**src/rtl/hazard_scoreboard_if.sv**
```systemverilog
// ID-stage to hazard scoreboard bundle.
// master: ID-side driver, slave: scoreboard.
interface hazard_scoreboard_if #(
  parameter int REG_ADDR_LEN  = 5,
  parameter int STALL_CNT_LEN = 16
);
  logic                     id_valid;
  logic [REG_ADDR_LEN-1:0]  src1;
  logic [REG_ADDR_LEN-1:0]  src2;
  logic                     two_src;
  logic [REG_ADDR_LEN-1:0]  id_dest;
  logic                     id_wb_en;
  logic                     id_mem_r_en;
  logic                     forward_en;
  logic                     flush;
  logic                     freeze;
  logic                     hazard_detected;
  logic [STALL_CNT_LEN-1:0] stall_count;

  modport master (
    output id_valid, src1, src2, two_src,
    output id_dest, id_wb_en, id_mem_r_en,
    output forward_en, flush, freeze,
    input  hazard_detected, stall_count
  );

  modport slave (
    input  id_valid, src1, src2, two_src,
    input  id_dest, id_wb_en, id_mem_r_en,
    input  forward_en, flush, freeze,
    output hazard_detected, stall_count
  );
endinterface

```
**src/rtl/hazard_scoreboard.sv**
```systemverilog
// RAW hazard scoreboard: shadow EXE/MEM/WB dest tags vs ID sources.
// Ports: clk, rst (sync, active-high), sb (slave: ID bundle, stall out).
module hazard_scoreboard #(
  parameter int REG_ADDR_LEN  = 5,
  parameter int STALL_CNT_LEN = 16,
  parameter int WB_HAZARD     = 0
) (
  input logic                clk,
  input logic                rst,
  hazard_scoreboard_if.slave sb
);

  typedef logic [REG_ADDR_LEN-1:0] reg_t;

  typedef struct packed {
    logic wb;
    logic mem_r;
    reg_t dest;
  } ent_t;

  localparam logic WB_CHK = (WB_HAZARD != 0);

  ent_t exe_q, exe_d;
  ent_t mem_q, mem_d;
  ent_t wb_q,  wb_d;

  logic [STALL_CNT_LEN-1:0] cnt_q, cnt_d;

  logic exe_hit;
  logic mem_hit;
  logic wb_hit;
  logic hazard;

  function automatic logic hit(
    input ent_t e,
    input reg_t s
  );
    return e.wb && (s != '0) && (e.dest == s);
  endfunction

  function automatic logic any_hit(
    input ent_t e,
    input reg_t s1,
    input reg_t s2,
    input logic two
  );
    return hit(e, s1) || (two && hit(e, s2));
  endfunction

  // Only source fields and stored tags feed the stall; the ID
  // dest/wb/load fields stay off this path so the decoder can
  // gate them on hazard without a loop.
  always_comb begin
    exe_hit = any_hit(exe_q, sb.src1, sb.src2, sb.two_src);
    mem_hit = any_hit(mem_q, sb.src1, sb.src2, sb.two_src);
    wb_hit  = any_hit(wb_q,  sb.src1, sb.src2, sb.two_src);
    hazard  = 1'b0;
    if (sb.id_valid) begin
      if (sb.forward_en) begin
        hazard = exe_hit && exe_q.mem_r;
      end else begin
        hazard = exe_hit || mem_hit || (WB_CHK && wb_hit);
      end
    end
  end

  assign sb.hazard_detected = hazard;
  assign sb.stall_count     = cnt_q;

  always_comb begin
    exe_d = exe_q;
    mem_d = mem_q;
    wb_d  = wb_q;
    cnt_d = cnt_q;
    if (!sb.freeze) begin
      wb_d  = mem_q;
      mem_d = exe_q;
      exe_d = '0;
      if (sb.id_valid && !hazard && !sb.flush) begin
        exe_d.wb    = sb.id_wb_en;
        exe_d.mem_r = sb.id_mem_r_en;
        exe_d.dest  = sb.id_dest;
      end
      if (hazard && (cnt_q != '1)) begin
        cnt_d = cnt_q + 1'b1;
      end
    end
  end

  always_ff @(posedge clk) begin
    if (rst) begin
      exe_q <= '0;
      mem_q <= '0;
      wb_q  <= '0;
      cnt_q <= '0;
    end else begin
      exe_q <= exe_d;
      mem_q <= mem_d;
      wb_q  <= wb_d;
      cnt_q <= cnt_d;
    end
  end

endmodule

```
**src/flat_wrapper.sv**
```systemverilog
// flat-port wrapper written by rule: the top's interface ports become plain ports
module hazard_scoreboard_flat 
#(
  parameter int REG_ADDR_LEN  = 5,
  parameter int STALL_CNT_LEN = 16,
  parameter int WB_HAZARD     = 0
)
  (clk, rst, sb_id_valid, sb_src1, sb_src2, sb_two_src, sb_id_dest, sb_id_wb_en, sb_id_mem_r_en, sb_forward_en, sb_flush, sb_freeze, sb_hazard_detected, sb_stall_count);
  hazard_scoreboard_if #(.REG_ADDR_LEN(REG_ADDR_LEN), .STALL_CNT_LEN(STALL_CNT_LEN)) sb_i ();
  input logic clk;
  input logic rst;
  input wire logic [$bits(sb_i.id_valid)-1:0] sb_id_valid;
  input wire logic [$bits(sb_i.src1)-1:0] sb_src1;
  input wire logic [$bits(sb_i.src2)-1:0] sb_src2;
  input wire logic [$bits(sb_i.two_src)-1:0] sb_two_src;
  input wire logic [$bits(sb_i.id_dest)-1:0] sb_id_dest;
  input wire logic [$bits(sb_i.id_wb_en)-1:0] sb_id_wb_en;
  input wire logic [$bits(sb_i.id_mem_r_en)-1:0] sb_id_mem_r_en;
  input wire logic [$bits(sb_i.forward_en)-1:0] sb_forward_en;
  input wire logic [$bits(sb_i.flush)-1:0] sb_flush;
  input wire logic [$bits(sb_i.freeze)-1:0] sb_freeze;
  output wire logic [$bits(sb_i.hazard_detected)-1:0] sb_hazard_detected;
  output wire logic [$bits(sb_i.stall_count)-1:0] sb_stall_count;
  assign sb_i.id_valid = sb_id_valid;
  assign sb_i.src1 = sb_src1;
  assign sb_i.src2 = sb_src2;
  assign sb_i.two_src = sb_two_src;
  assign sb_i.id_dest = sb_id_dest;
  assign sb_i.id_wb_en = sb_id_wb_en;
  assign sb_i.id_mem_r_en = sb_id_mem_r_en;
  assign sb_i.forward_en = sb_forward_en;
  assign sb_i.flush = sb_flush;
  assign sb_i.freeze = sb_freeze;
  assign sb_hazard_detected = sb_i.hazard_detected;
  assign sb_stall_count = sb_i.stall_count;
  hazard_scoreboard #(.REG_ADDR_LEN(REG_ADDR_LEN), .STALL_CNT_LEN(STALL_CNT_LEN), .WB_HAZARD(WB_HAZARD)) u_core (.clk(clk), .rst(rst), .sb(sb_i));
endmodule
```
**config.mk**
```make
export PLATFORM = sky130hd
export DESIGN_NAME = hazard_scoreboard_flat
export DESIGN_NICKNAME = d
export VERILOG_FILES = /design/src/rtl/hazard_scoreboard_if.sv /design/src/rtl/hazard_scoreboard.sv /design/src/flat_wrapper.sv
export SDC_FILE = /design/constraint.sdc
export NUM_CORES = 1
export LEC_CHECK = 0
export ABC_AREA = 1
export ABC_CLOCK_PERIOD_IN_PS = 2000
export CORE_MARGIN = 4
export CORE_UTILIZATION = 50
export DETAILED_ROUTE_END_ITERATION = 8
export PLACE_DENSITY = 0.88
export RECOVER_POWER = 100
export SLEW_MARGIN = 20
export SYNTH_ARGS = -nofsm -noshare
export SYNTH_HDL_FRONTEND = slang
export SYNTH_SLANG_ARGS = --single-unit
```
**constraint.sdc**
```tcl
create_clock -name clk -period 2 [get_ports clk]
set_input_delay 0.2 -clock clk [delete_from_list [all_inputs] [get_ports clk]]
set_output_delay 0.2 -clock clk [all_outputs]
set_load 0.005 [all_outputs]
```
==> impl_metrics.csv <==
group,metric,value,unit
route,ant_nets,0,
critical_path,r2r-start,"u_core.mem_q[3]",
critical_path,path_class,"in2out",
critical_path,critPathTopFamily,"buffers and inverters",
logic_synthesis,seq_area_frac_synth,0.326,
route,drt-wirelength-per-cell,12.0,um
die,fp.dieW,67.7,um
global_route,grt_overflow,0,
timing,slew_headroom,0.663,
global_route,grt.total_usage,0.208,
critical_path,path_buf_inv,4,
logic_synthesis,synth.cell_area,1780,sq um
critical_path,critPathCaptureType,"output port",
critical_path,worst-r2r-cell-count,12,
logic_synthesis,ys_warn_count,0,
route,wl_met2,2.17,mm
route,routed_wl,4.50,mm
clock_tree,cts_tree,"built",
die,dieHeight,67.7,um
pwr,p_int,0.828,mW
placement,gp_congestion,0.952,
cells_and_area,fin_util,0.683,
logic_synthesis,ys_ff_latch,29,
timing,finalCritPeriodShare,0.915,
cells_and_area,multi_input_area,1030,sq um
route,drt-vias-per-instance,5.05,
die,dieArea,4580,sq um
route,top_layer,"met4",
logic_synthesis,yosys.cell_types.count,25,
clock_tree,hold_buffers,0,
timing,finalMaxSlewViolations,0,
cells_and_area,regArea,597,sq um
placement,dp_cells,369,
critical_path,cp_max_fo,3,
pwr,switching_share,0.257,
pwr,pwr-share-clk,0.321,
clock_tree,root_buffer,"clkbuf_4",
placement,pre_cts_slack,-230,ps
cells_and_area,design_area,2310,sq um
clock_tree,clockBufferDepth,2,
global_route,antenna_found_initial,0,
logic_synthesis,syn_inst,282,
worst_hold_path,hold_end,"u_core.mem_q[6]",
die,row_count,21,
cells_and_area,drive_gt1_frac,0.109,
clock_tree,clkLatencyLatePin,330,ps
pwr,p_leak,1.01,nW
route,drt_iter0_markers,204,
critical_path,critPathMaxStageDelay,450,ps
pwr,p_switching,0.287,mW
worst_hold_path,hold_start,"u_core.mem_q[6]",
timing,rsz0062_at_grt,"false",
pwr,p_comb_frac,0.144,
timing,fmax,547,MHz
route,drc_errors,0,
route,wl_met3,282,um
critical_path,crit_chain,"clkdlybuf4s50_1, inv_1, nand2_1, nand2_1, nand2_1, nor2_1, nand2_1, nand2_1, nand2_2, nand2_4, nand2_1, inv_1, clkbuf_2",
critical_path,cp-start-kind,"primary input",
global_route,grt_max_degree,21,
cells_and_area,syn_to_final_growth,30.1,%
global_route,grt_pass1_vias,1730,
global_route,grt_first_pass_wirelength,7.12,mm
flow_run,drv_cap,0,
critical_path,critPathArrivalTime,1630,ps
placement,numPortBuffers,40,
timing,tightest_slew,503,ps
pwr,ir_drop,0.353,mV
placement,hpwl,3.34,mm
clock_tree,cts_sinks,29,
worst_hold_path,min_path_type,"reg2reg",
logic_synthesis,syn-num-nets,307,
clock_tree,cts_htree_levels,2,
route,vias,1897,
logic_synthesis,synth.avg_cell_area,6.31,sq um
clock_tree,path_clk_slew,90,ps
route,met1Wirelength,2.00,mm
clock_tree,post_cts_buffers,0,
timing,hold_viol,0,
die,io_pins,41,
worst_hold_path,whs_path_depth,2,
clock_tree,cts_made_buffers,5,
timing,setup_ws,171,ps
status,status,"finished, final reports clean",
die,core,3390,sq um
critical_path,reg2reg_slack,230,ps
cells_and_area,stdcell_count,376,
timing,finalSetupViolCount,0,
critical_path,crit_top_cell,"nand2_1",
timing,min_period,1830,ps
critical_path,worstPathRequired,1800,ps
pwr,seqPwrFrac,0.534,
critical_path,cp_slowest_cell,"clkdlybuf4s50_1",
cells_and_area,antennaDiodeCount,0,
placement,placed_area,2260,sq um
timing,finalClockSkew,14.3,ps
route,drtPass1Iterations,4,
cells_and_area,final_nets,355,
critical_path,reg2reg_to,"u_core.exe_q[3]",
pwr,p_per_area,481,nW/um^2
pwr,power,1.11,mW
cells_and_area,fillers,302,
die,start_util,0.525,
-- worst reg2reg max path, delay by kind of cell, from the launching register on --
family          cells  cell delay, ps
simple gates       10            1050
compound gates      1             170
buf+inv             1              80
flops               1             390
-- flip-flops by register name (all words and copies together) (netlist names) --
register and cells:
u_core.exe_q 7, u_core.mem_q 6, u_core.sb.stall_count 16
-- cell families (layout without fill, tap and decap cells) --
| group | count (synthesis) | after routing | synth area share |
|---|---|---|---|
| xor gates and xnor gates | 16 | 16 | 0.0788 |
| AOI/OAI and AO/OA | 37 | 37 | 0.105 |
| adders and majority gates | 1 | 1 | 0.00703 |
| and+or+nand+nor | 157 | 157 | 0.387 |
| DFF | 29 | 29 | 0.326 |
| buffers and inverters | 42 | 90 | 0.0949 |
-- per-layer routing --
metal | vias up | global-route usage
met5 | - | 0
met4 | 0 | 0.0684
met3 | 6 | 0.0649
met2 | 56 | 0.348
met1 | 855 | 0.251
li1 | 980 | -
-- repair_timing --
item,CTS,global route
gates resized for setup,18,7
pin swaps,0,0
endpoints found under the setup margin,1,3
-- final cells by class --
type | instances | area share
Inverter | 36 | 0.0584
Timing Repair Buffer | 47 | 0.191
Sequential cell | 29 | 0.258
Multi-Input combinational cell | 211 | 0.444
Clock buffer | 7 | 0.0238
Tap cell | 46 | 0.0249
-- cell usage after synthesis --
| cell | instances | area (sq um) |
|---|---|---|
| nand2_1 | 92 | 345 |
| nor2_1 | 33 | 124 |
| nand2_4 | 1 | 11.3 |
| clkinv_1 | 1 | 3.75 |
| ha_1 | 1 | 12.5 |
| a21oi_1 | 25 | 125 |
| nor4_1 | 2 | 12.5 |
| nand4_4 | 1 | 21.3 |
| xnor2_1 | 11 | 96.3 |
| inv_2 | 1 | 3.75 |
| a21boi_0 | 1 | 7.51 |
| buf_6 | 1 | 11.3 |
| xor2_1 | 5 | 43.8 |
| nand4_1 | 4 | 25.0 |
| nor2_2 | 3 | 18.8 |
| clkbuf_1 | 4 | 15.0 |
| buf_4 | 1 | 7.51 |
| dfxtp_1 | 29 | 581 |
| nand3_2 | 1 | 10.0 |
| nor2_4 | 2 | 22.5 |
| inv_1 | 34 | 128 |
| nand2_2 | 1 | 6.26 |
| o21ai_0 | 11 | 55.1 |
| nand3_1 | 16 | 80.1 |
| nand4_2 | 1 | 12.5 |
-- layout by cell type, fill, tap and decap left out, types with 7 or more instances in the layout --
master / instances
nand2_1: 91
nor2_1: 35
inv_1: 32
a21oi_1: 23
dfxtp_1: 22
dlygate4sd3_1: 17
clkdlybuf4s50_1: 17
nand3_1: 16
xnor2_1: 10
o21ai_0: 10
buf_4: 7
-- stage by stage --
| stage | hold WS, ps | TNS (ps) |
|---|---|---|
| final | 463 | 0 |
| after global routing | 451 | 0 |
| after CTS | 446 | 0 |
| after detailed placement | 452 | -777 |
| after global placement | 449 | -332 |
| after floorplan | 360 | 0 |
-- power groups by stage --
stage                     registers, mW  logic [mW]  clock network (mW)
final                             0.595       0.161               0.358
after global routing              0.597       0.176               0.400
after CTS                         0.597       0.162               0.365
after detailed placement          0.610       0.162                   0
after global placement            0.610       0.158                   0
after floorplan                   0.607      0.0876                   0
-- how the worst max path moves through the flow --
stage	start	endpoint	slack [ps]	cells after the start
5_1_grt	u_core.sb.stall_count[1]	u_core.sb.stall_count[1]	50	9
3_3_place_gp	sb_src2[2]	sb_hazard_detected	-180	14
6_report	sb_src2[3]	sb_hazard_detected	170	13
4_1_cts	sb_src1[1]	sb_hazard_detected	70	12
2_1_floorplan	u_core.sb.stall_count[0]	u_core.sb.stall_count[12]	410	10
3_5_place_dp	sb_src2[0]	sb_hazard_detected	-230	12
(Power assumes the default switching activity.)
